### config.mk
export PLATFORM = sky130hd
export DESIGN_NAME = fpmul_arbiter
export DESIGN_NICKNAME = d
export VERILOG_FILES = /design/src/rtl/fpmul_arbiter_pkg.sv /design/src/rtl/fpmul_arbiter_tag_fifo.sv /design/src/rtl/fpmul_arbiter.sv
export SDC_FILE = /design/constraint.sdc
export NUM_CORES = 1
export LEC_CHECK = 0
export ABC_AREA = 1
export CAP_MARGIN = 0
export CORE_AREA = 5 5 157 122
export DETAILED_ROUTE_END_ITERATION = 8
export DIE_AREA = 0 0 162 127
export GPL_TIMING_DRIVEN = 1
export HOLD_SLACK_MARGIN = 0.06
export PLACE_DENSITY = 0.76
export SYNTH_ARGS = -nofsm -noshare
export SYNTH_HDL_FRONTEND = slang
export SYNTH_SLANG_ARGS = --single-unit
### constraint.sdc
create_clock -name clk -period 2.5 [get_ports clk]
set_input_delay 0.5 -clock clk [delete_from_list [all_inputs] [get_ports clk]]
set_output_delay 0.5 -clock clk [all_outputs]
set_load 0.05 [all_outputs]
### src/rtl/fpmul_arbiter_pkg.sv
// Shared types and constants for the two-requester FP multiplier arbiter.
package fpmul_arbiter_pkg;
   typedef enum logic {RUN = 1'b0, DRAIN = 1'b1} state_t;
   localparam int TAG_W         = 1;
   localparam int DEFAULT_DEPTH = 32;
   localparam int MUL_LATENCY   = 17;
endpackage

### src/rtl/fpmul_arbiter_tag_fifo.sv
// Circular tag FIFO; a push while full is taken only when a pop frees a slot in the same cycle.
module tag_fifo #(
   parameter int DEPTH = 32,
   parameter int WIDTH = 1
) (
   input  logic                       clk,
   input  logic                       rst,
   input  logic                       push,
   input  logic [WIDTH-1:0]           push_data,
   input  logic                       pop,
   output logic [WIDTH-1:0]           pop_data,
   output logic                       full,
   output logic                       empty,
   output logic [$clog2(DEPTH+1)-1:0] count
);
   localparam int PTR_W = (DEPTH > 1) ? $clog2(DEPTH) : 1;
   localparam int CNT_W = $clog2(DEPTH+1);

   logic [WIDTH-1:0] mem [DEPTH];
   logic [PTR_W-1:0] wr_ptr, rd_ptr;
   logic             do_push, do_pop;

   assign full     = (count == CNT_W'(DEPTH));
   assign empty    = (count == '0);
   assign do_pop   = pop && !empty;
   assign do_push  = push && (!full || do_pop);
   assign pop_data = mem[rd_ptr];

   always_ff @(posedge clk) begin
      if (do_push) mem[wr_ptr] <= push_data;
   end

   always_ff @(posedge clk) begin
      if (!rst) begin
         wr_ptr <= '0;
         rd_ptr <= '0;
         count  <= '0;
      end else begin
         if (do_push) wr_ptr <= (wr_ptr == PTR_W'(DEPTH-1)) ? '0 : wr_ptr + 1'b1;
         if (do_pop)  rd_ptr <= (rd_ptr == PTR_W'(DEPTH-1)) ? '0 : rd_ptr + 1'b1;
         case ({do_push, do_pop})
            2'b10:   count <= count + 1'b1;
            2'b01:   count <= count - 1'b1;
            default: count <= count;
         endcase
      end
   end
endmodule

### src/rtl/fpmul_arbiter.sv
// Round-robin arbiter sharing one pipelined FP multiplier between two requesters;
// a tag FIFO routes in-order results back to the requester that issued them.
module fpmul_arbiter
   import fpmul_arbiter_pkg::*;
#(
   parameter int DEPTH = DEFAULT_DEPTH
) (
   input  logic        clk,
   input  logic        rst,
   input  logic        req0_valid,
   input  logic [31:0] req0_op1,
   input  logic [31:0] req0_op2,
   output logic        req0_ack,
   input  logic        req1_valid,
   input  logic [31:0] req1_op1,
   input  logic [31:0] req1_op2,
   output logic        req1_ack,
   output logic        mul_ready,
   output logic [31:0] mul_op1,
   output logic [31:0] mul_op2,
   input  logic        mul_done,
   input  logic [31:0] mul_res,
   output logic        res0_valid,
   output logic        res1_valid,
   output logic [31:0] res_data,
   input  logic        drain,
   output logic        idle,
   output logic        err
);
   state_t                     state, state_nxt;
   logic                       prio;   // 1: requester 1 wins a tie
   logic                       grant_ok, push, pop, full, empty;
   logic [TAG_W-1:0]           head_tag;
   logic [$clog2(DEPTH+1)-1:0] count;

   assign pop      = mul_done && !empty;
   assign grant_ok = rst && (state == RUN) && (!full || pop);
   assign req0_ack = grant_ok && req0_valid && (!req1_valid || !prio);
   assign req1_ack = grant_ok && req1_valid && !req0_ack;
   assign push     = req0_ack || req1_ack;
   assign idle     = !rst || ((count == '0) && !mul_ready);

   tag_fifo #(.DEPTH(DEPTH), .WIDTH(TAG_W)) u_tags (
      .clk       (clk),
      .rst       (rst),
      .push      (push),
      .push_data (TAG_W'(req1_ack)),
      .pop       (pop),
      .pop_data  (head_tag),
      .full      (full),
      .empty     (empty),
      .count     (count)
   );

   always_comb begin
      state_nxt = state;
      case (state)
         RUN:     if (drain)  state_nxt = DRAIN;
         DRAIN:   if (!drain) state_nxt = RUN;
         default: state_nxt = RUN;
      endcase
   end

   always_ff @(posedge clk) begin
      if (!rst) begin
         state      <= RUN;
         prio       <= 1'b0;
         mul_ready  <= 1'b0;
         mul_op1    <= '0;
         mul_op2    <= '0;
         res0_valid <= 1'b0;
         res1_valid <= 1'b0;
         res_data   <= '0;
         err        <= 1'b0;
      end else begin
         state     <= state_nxt;
         mul_ready <= push;
         if (push) begin
            prio    <= req0_ack;
            mul_op1 <= req1_ack ? req1_op1 : req0_op1;
            mul_op2 <= req1_ack ? req1_op2 : req0_op2;
         end
         res0_valid <= pop && (head_tag == TAG_W'(0));
         res1_valid <= pop && (head_tag == TAG_W'(1));
         if (pop) res_data <= mul_res;
         if (mul_done && empty) err <= 1'b1;
      end
   end
endmodule

---- Yosys cells after proc, flatten, opt, wreduce, memory -nomap -nowiden ----
Memories as Yosys holds them, arrays and structs flattened. A register that Yosys moved wholly into a read port is not among the register bits.
Cells that the tools add are included.
W data, S select, Z words.
word-level totals
  register bits ........................... 118
  RAM bits ................................ 32
  input port bits ......................... 166
  output and inout port bits .............. 103
  word-level logic and storage cells ...... 61
  memories ................................ 1
memories
  memory      words  bits a word  read ports  clocked after Yosys merged registers in  wr ports  line                          RTL
  u_tags.mem  32     1            1           1                                        1         fpmul_arbiter_tag_fifo.sv:19  logic [WIDTH-1:0] mem [DEPTH];
operators by class
  add/sub/neg operators ................... 4
  equality and inequality tests ........... 5
  multiplexer cells ....................... 10
  bitwise operators ....................... 2
  reduce and logical (&&, ||, !) cells .... 27
operators with widths
  cell                   number
  $mux W32               2
  $mux W5                4
  $logic_and A1 B1 Y1    13
  $pmux W6 S2            1
  $add A5 B1 Y5 const B  2
  $eq A5 B5 Y1 const B   2
  $logic_not A1 Y1       7
  $add A6 B1 Y6 const B  1
  $eq A6 B6 Y1 const B   1
  $logic_not A6 Y1       1
  $sub A6 B1 Y6 const B  1
  $logic_or A1 B1 Y1     5
  $mux W1                3
  $eq A2 B1 Y1 const B   1
  $eq A2 B2 Y1 const B   1
  $not A1 Y1             2
  $reduce_bool A2 Y1     1

---- Depth between registers and ports, before layout ----
Gate-level depths: netlist of the first run.
  depth after elaboration ................. 13
  mapped depth ............................ 20
  mapped depth without buffers ............ 18

---- Modules after synthesis ----
A second synthesis of the first run with hierarchy kept.
unflattened totals
  cells, all modules ...................... 1034
  area, all modules ....................... 7418.4 µm²
modules (own cells, without submodules)
  module         times used  cells an instance  area an instance (µm²)  seq. area each (µm²)
  fpmul_arbiter  1           731                4809.6                  2042.0
  tag_fifo       1           303                2608.8                  1381.3

---- Worst setup path before layout of the first run ----
Ideal clock, no wire load.
  kind .................................... input-to-reg
  start point ............................. input port mul_done
  end point ............................... register u_tags.count[4]
  setup time .............................. 109 ps
  data arrival time ....................... 2398 ps
  data required time ...................... 2391 ps
  slack ................................... -7 ps
  stages .................................. 16
  path buffers ............................ 1
  path through ............................ nor3_1 -> nand2_2 -> o211ai_2 -> buf_2 -> ha_1 -> inv_1 -> nand2_1 -> nand2_1 -> ha_1 -> or2_2 -> nand3b_1 -> nand2_1 -> a21oi_1 -> o21ai_0 -> nand2_1 -> inv_1
between the ends
  cells in the longest elaborated chain, start to end .. 11
  elaborated cells on any way between the ends .. 16
  those cells by class .................... eq/ne (2); mux (1); reduce/logical (13)
ends and longest elaborated chain
  what                                               line                          RTL
  start, declared                                    fpmul_arbiter.sv:21           input logic mul_done,
  $logic_and A1 B1 Y1 *                              fpmul_arbiter.sv:36           assign pop = mul_done && !empty;
  $logic_or A1 B1 Y1                                 fpmul_arbiter.sv:37           assign grant_ok = rst && (state == RUN) && (!full || pop);
  $logic_and A1 B1 Y1                                fpmul_arbiter.sv:37
  $logic_and A1 B1 Y1 (2 in series)                  fpmul_arbiter.sv:38           assign req0_ack = grant_ok && req0_valid && (!req1_valid || !prio);
  $logic_not A1 Y1                                   fpmul_arbiter.sv:39           assign req1_ack = grant_ok && req1_valid && !req0_ack;
  $logic_and A1 B1 Y1                                fpmul_arbiter.sv:39
  $logic_or A1 B1 Y1                                 fpmul_arbiter.sv:40           assign push = req0_ack || req1_ack;
  $logic_and A1 B1 Y1                                fpmul_arbiter_tag_fifo.sv:26  assign do_push = push && (!full || do_pop);
  $eq A2 B1 Y1 or $eq A2 B2 Y1 (tied branches)       fpmul_arbiter_tag_fifo.sv:41  case ({do_push, do_pop})
  $pmux W6 S2 or $reduce_bool A2 Y1 (tied branches)  --
  end signal, assigned                               fpmul_arbiter_tag_fifo.sv:42  2'b10: count <= count + 1'b1;
  end signal, assigned                               fpmul_arbiter_tag_fifo.sv:43  2'b01: count <= count - 1'b1;
  end signal, assigned                               fpmul_arbiter_tag_fifo.sv:44  default: count <= count;
  end, declared                                      fpmul_arbiter_tag_fifo.sv:14  output logic [$clog2(DEPTH+1)-1:0] count
Mark *: on every way between the ends. The rest lies on a longest branch, timed or not.
A chain may end at the register's enable or synchronous reset.

---- Worst setup path in the final report of the first run ----
  start point ............................. register u_tags.count[0]
  end point ............................... output port req1_ack
between the ends
  cells in the longest elaborated chain, start to end .. 9
  elaborated cells on any way between the ends .. 12
  those cells by class .................... eq/ne (1); reduce/logical (11)
ends and longest elaborated chain
  what                               line                          RTL
  $logic_not A6 Y1                   fpmul_arbiter_tag_fifo.sv:24  assign empty = (count == '0);
  $logic_not A1 Y1                   fpmul_arbiter.sv:36
  $logic_and A1 B1 Y1                fpmul_arbiter.sv:36
  $logic_or A1 B1 Y1 *               fpmul_arbiter.sv:37
  $logic_and A1 B1 Y1 *              fpmul_arbiter.sv:37
  $logic_and A1 B1 Y1 (2 in series)  fpmul_arbiter.sv:38
  $logic_not A1 Y1                   fpmul_arbiter.sv:39
  $logic_and A1 B1 Y1 *              fpmul_arbiter.sv:39
  end, declared                      fpmul_arbiter.sv:17           output logic req1_ack,
Marks and branches as above.

==> flow_summary.json, run 1 <==
{
  "clock_skew_ns": 0.0112,
  "cts_tree": "built",
  "fp.dieH_um": 127,
  "finalWeightedCongestion": 0.849,
  "multiInputGateArea_mm2": 0.00278,
  "area_delta_synth_final_pct": 53.8,
  "hold_ws_ns": 0.450,
  "detail_route.wl_per_cell_um": 14.8,
  "post_dp_cell_area_mm2": 0.00981,
  "dieArea_mm2": 0.0206,
  "synthCells": 893,
  "p_total_mw": 9.59,
  "grt_usage_pct": 19.7,
  "ys_ff_latch": 155,
  "port_buffers": 268,
  "final_util_pct": 60.5,
  "grt_setup_unrepaired": "true",
  "cts_buffer_depth": 2,
  "yosys.area.top_type": "dfxtp_1",
  "syn_nets": 1069,
  "hold_viol": 0,
  "period_minus_slack_ns": 2.41,
  "power_density_mw_per_mm2": 914,
  "layout_setup_ws_ns": 0.0945,
  "yosys.area.top_type_share_pct": 36.1,
  "num_vias": 6685,
  "nFillCells": 1530,
  "max_freq_ghz": 0.416,
  "htreeDepth": 4,
  "cp-start-kind": "register",
  "final_area_mm2": 0.0105,
  "leakage_nw": 4.59,
  "status": "complete, no violations",
  "grt-ovfl-total": 0,
  "synth.area.top_cells": "dfxtp_1 36%, edfxtp_1 14%, nand2_1 12%, o21ai_0 11%, nor2_1 6.1%",
  "place_ws_ns": -0.324,
  "cts-root-buf": "clkbuf_16",
  "fp.dieW_um": 162,
  "syn_area_mm2": 0.00682,
  "setup_tns_ns": 0,
  "hold_class": "reg -> reg",
  "clkSinkCount": 155,
  "end_kind": "output pin",
  "syn_area_per_cell_um2": 7.64,
  "dpl.hpwl_um": 15000,
  "crit_arrival_ns": 1.91,
  "remaining_drc_errors": 0,
  "ff2ff_setup_slack_ns": 0.14,
  "period_share_pct": 96.2,
  "ys_seq_area_share_pct": 50.2,
  "register_area_mm2": 0.00343,
  "core_mm2": 0.0173,
  "dp_cells": 1367,
  "synth_cell_types": 35,
  "drt_iter0_drc": 444,
  "ys_warn_count": 0,
  "antenna_found_initial": 1,
  "required_ns": 2.00,
  "maxSlewViolCount": 0,
  "cp_max_fo": 4,
  "grt_pass1_wl_um": 32700,
  "grt_max_degree": 49,
  "dr.pass1.iters": 5,
  "path_class": "reg -> out",
  "max-slew-margin-rel_pct": 61.8,
  "fin_cells": 1404,
  "drive_gt1_share_pct": 8.96,
  "start_util_pct": 39.3,
  "cts_made_buffers": 17,
  "clkSlewWorstSetupHoldPaths_ns": 0.07,
  "rows": 42,
  "vias_per_cell": 4.76,
  "drv_cap": 0,
  "vdd_drop_max_uv": 490,
  "io_pins": 269,
  "finalNetCount": 1346,
  "drtAntennaViolNets": 0,
  "grt_pass1_vias": 6526,
  "clk-insertion-delay-late_ns": 0.43,
  "routed_wirelength_um": 20800,
  "finalSetupViolations": 0,
  "worstMarginPinSlew_ns": 0.571
}
flip-flops by register name (all words and copies together) (netlist names), named ones only:
name	count
err	1
mul_op1	32
mul_op2	32
mul_ready	1
prio	1
res0_valid	1
res1_valid	1
res_data	32
state	1
u_tags.count	6
u_tags.mem	32
u_tags.rd_ptr	5
u_tags.wr_ptr	5
final timing paths:
check        cells past startpoint              end             from
max                              9         req1_ack  u_tags.count[0]
min reg2reg                      2      mul_op1[20]      mul_op1[20]
min                              2      mul_op1[20]      mul_op1[20]
max reg2reg                     17  u_tags.count[4]  u_tags.count[0]
layout make-up:
cell class	count	area share, %
diodes	1	0.0239
clock buffers	18	4.19
clock inverters	14	1.72
inverters	99	3.61
multi-input cells	593	26.5
flip-flops and latches	155	32.7
well taps	220	2.62
repair buffers	304	28.6
synth_stat cells (all sizes together):
master  count
or2         2
nor3        5
nand3      44
edfxtp     32
nand4       3
ha         10
nand3b      7
a21boi      1
buf        22
o21ai     161
a21oi      15
dfxtp     123
o211ai      1
a21o        1
clkbuf     24
inv        99
nor2      113
xnor2       2
xor2        1
nor3b       1
nand2     226
logic make-up (layout without fill, tap and decap cells):
logic type	count (synthesis)	after routing	share of synthesized area, %
compound gates	179	179	13.8
xor+xnor	3	3	0.385
fa+ha+maj	10	10	1.83
buf+inv	145	435	9.26
flops	155	155	50.2
other cells	0	1	0
simple gates	401	401	24.5
routing by layer:
metal	share of wire, %	GRT usage [%]
met1	40	23.0
met5	0	0
met4	2.1	6.32
met2	47	32.8
met3	11	8.98
placed cells by master (no fill, tap or decap), types with 2 or more instances in the layout:
cell type        count
clkdlybuf4s50_1    264
nand2_1            221
o21ai_0            143
dfxtp_1            121
nor2_1             111
inv_1               92
nand3_1             42
buf_4               34
edfxtp_1            32
clkbuf_16           17
a21oi_1             14
o21ai_1              9
o21ai_2              9
ha_1                 9
nand3b_1             7
inv_2                4
nand2_2              4
nor3_1               4
inv_4                4
inv_8                4
clkinv_4             4
buf_12               4
nor2_4               2
xnor2_1              2
nand4_1              2
bufinv_16            2
inv_6                2
worst max-delay path: stages, from the launching register on:
cell     delay (ns)
dfxtp_4        0.36
inv_2          0.06
nand2_2        0.06
nor3_4         0.26
nand2_2        0.10
buf_4          0.16
nand4_2        0.11
nand2_4        0.07
inv_4          0.06
buf_4          0.22
power breakdown:
group / internal [mW] / switching [mW]
Combinational: 1.34 / 2.32
Clock: 1.55 / 1.16
Sequential: 2.97 / 0.251
timing repair:
item                                    in CTS  in global routing
gates resized for setup                      0                 11
setup buffers                                0                  4
endpoints found under the setup margin       0                  2
hold endpoints to repair                     0                  0
hold buffers                                 0                  0
(Power assumes the default switching activity.)
==> run 2, diff against run 1 <==
==> constraint.sdc (replaced) <==
create_clock -name clk -period 2.02 [get_ports clk]
set_input_delay 0.404 -clock clk [delete_from_list [all_inputs] [get_ports clk]]
set_output_delay 0.404 -clock clk [all_outputs]
set_load 0.05 [all_outputs]
==> run 2 against run 1 <==
Compared with the run above:
- the flow now finishes with violations (setup timing)
- hold slack worse by 0.0015 ns
- critical path depth is 8 higher
- non-clock buffer count is 22 higher
- die area stayed put
- power is 23% higher
- clock skew is 0.0030 ns higher
- combinational power is 33% higher
- sequential power is 22% higher
- critical endpoint is now u_tags.count[4]
==> flow_summary.json, run 2 (synthesis gave the netlist of run 1 again) <==
{
  "drv_cap": 0,
  "detail_route.wl_per_cell_um": 15.1,
  "status": "finished, violations left",
  "drive_gt1_share_pct": 12.4,
  "power_density_mw_per_mm2": 1090,
  "final_util_pct": 62.4,
  "path_buf_inv": 3,
  "clock_skew_ns": 0.0142,
  "multiInputGateArea_mm2": 0.00287,
  "port_buffers": 268,
  "holdPathStages": 2,
  "remaining_drc_errors": 0,
  "leakage_nw": 5.48,
  "num_vias": 6788,
  "grt_setup_unrepaired": "true",
  "cts_made_buffers": 17,
  "htreeDepth": 4,
  "worstMarginPinSlew_ns": 0.551,
  "final_common_cell": "nand2_1",
  "clkSinkCount": 155,
  "cts_buffer_depth": 2,
  "routed_wirelength_um": 21600,
  "antenna_found_initial": 0,
  "start_util_pct": 39.3,
  "grt_pass1_wl_um": 34400,
  "finalWeightedCongestion": 0.899,
  "grt_usage_pct": 20.7,
  "finalNetCount": 1368,
  "io_pins": 269,
  "fp.dieH_um": 127,
  "vdd_drop_max_uv": 558,
  "required_ns": 2.34,
  "vias_per_cell": 4.76,
  "clkSlewWorstSetupHoldPaths_ns": 0.07,
  "max_freq_ghz": 0.454,
  "path_depth": 17,
  "dpl.hpwl_um": 15500,
  "grt_max_degree": 45,
  "crit_slowest_cell": "dfxtp_2",
  "cpPeakStageDelay_ns": 0.33,
  "cts_tree": "built",
  "hold_ws_ns": 0.449,
  "core_mm2": 0.0173,
  "grt-ovfl-total": 0,
  "drtAntennaViolNets": 0,
  "fp.dieW_um": 162,
  "dr.pass1.iters": 5,
  "period_share_pct": 109,
  "cp_max_fo": 3,
  "area_delta_synth_final_pct": 58.6,
  "maxSlewViolCount": 0,
  "register_area_mm2": 0.00343,
  "cpMostUsedCell": "nand2_2",
  "end_kind": "register",
  "p_total_mw": 11.8,
  "cts-root-buf": "clkbuf_16",
  "max-slew-margin-rel_pct": 63.2,
  "grt_pass1_vias": 6699,
  "cts.hold.buffers_added": 0,
  "period_minus_slack_ns": 2.20,
  "hold_viol": 0,
  "path_cells": "inv_2, nand2_2, nor3_4, nand3_2, nand2_2, inv_4, ha_4, nand2_2, nand2_2, ha_4, or2_4, nand3b_1, nand2_1, a21oi_1, o21ai_1, nand2_1, inv_1",
  "clk-insertion-delay-late_ns": 0.43,
  "rows": 42,
  "layout_common_cells": "214 x nand2_1, 195 x clkdlybuf4s50_1, 131 x o21ai_0",
  "crit_arrival_ns": 2.52,
  "layout_setup_ws_ns": -0.182,
  "violations": "setup timing",
  "drt_iter0_drc": 464,
  "n_antenna_cell": 0,
  "path_class": "reg -> reg",
  "cp-start-kind": "register",
  "dieArea_mm2": 0.0206,
  "path_delay_family": "simple AND/OR/NAND/NOR gates",
  "ff2ff_path_depth": 17,
  "setup_tns_ns": -0.753,
  "finalSetupViolations": 7,
  "nFillCells": 1449,
  "place_ws_ns": -0.539,
  "hold_class": "reg -> reg"
}
-- run 2: worst paths after layout --
path / start / to / slack, ns
setup / recovery: u_tags.count[1] / u_tags.count[4] / -0.18
hold / removal: mul_op2[19] / mul_op2[19] / 0.45
setup reg to reg: u_tags.count[1] / u_tags.count[4] / -0.18
hold reg to reg: mul_op2[19] / mul_op2[19] / 0.45
-- run 2: report_power, final --
group          switching (mW)  internal (mW)  total [mW]
Sequential              0.271           3.67        3.94
Combinational            3.02           1.83        4.85
Clock                    1.42           1.62        3.04
-- run 2: layout make-up --
type,instances,area share (%)
clock buffers,17,3.93
clock inverters,15,1.17
inverters,99,3.60
multi-input cells,593,26.5
flip-flops and latches,155,31.7
well taps,220,2.55
repair buffers,326,30.5
-- run 2: per-layer routing --
metal  GRT usage [%]  wire [µm]  up-vias
met3            9.85       2260       21
met2            34.0      10300      240
met5               0          0        -
met1            24.8       8730     3076
li1                -          -     3451
met4            4.62        282        0
-- run 2: what timing repair did --
item | 4_1_cts | 5_1_grt
pin swaps | 12 | 0
gates resized for setup | 43 | 62
setup buffers | 4 | 4
cloned | 0 | 0
setup endpoints to repair | 19 | 93
-- run 2: worst register-to-register path, cell delays in order, from the launching register on --
cell      delay [ns]
dfxtp_2         0.33
inv_2           0.06
nand2_2         0.06
nor3_4          0.22
nand3_2         0.14
nand2_2         0.12
inv_4           0.05
ha_4            0.17
nand2_2         0.07
nand2_2         0.07
ha_4            0.15
or2_4           0.23
nand3b_1        0.09
nand2_1         0.07
a21oi_1         0.11
o21ai_1         0.07
nand2_1         0.05
inv_1           0.03
-- run 2: through the flow --
stage,cells,instance area (µm²)
after detailed placement,1387,10000
after global placement,1387,10000
after CTS,1423,10700
after global routing,1425,10800
final,1425,10800
after floorplan,893,6860
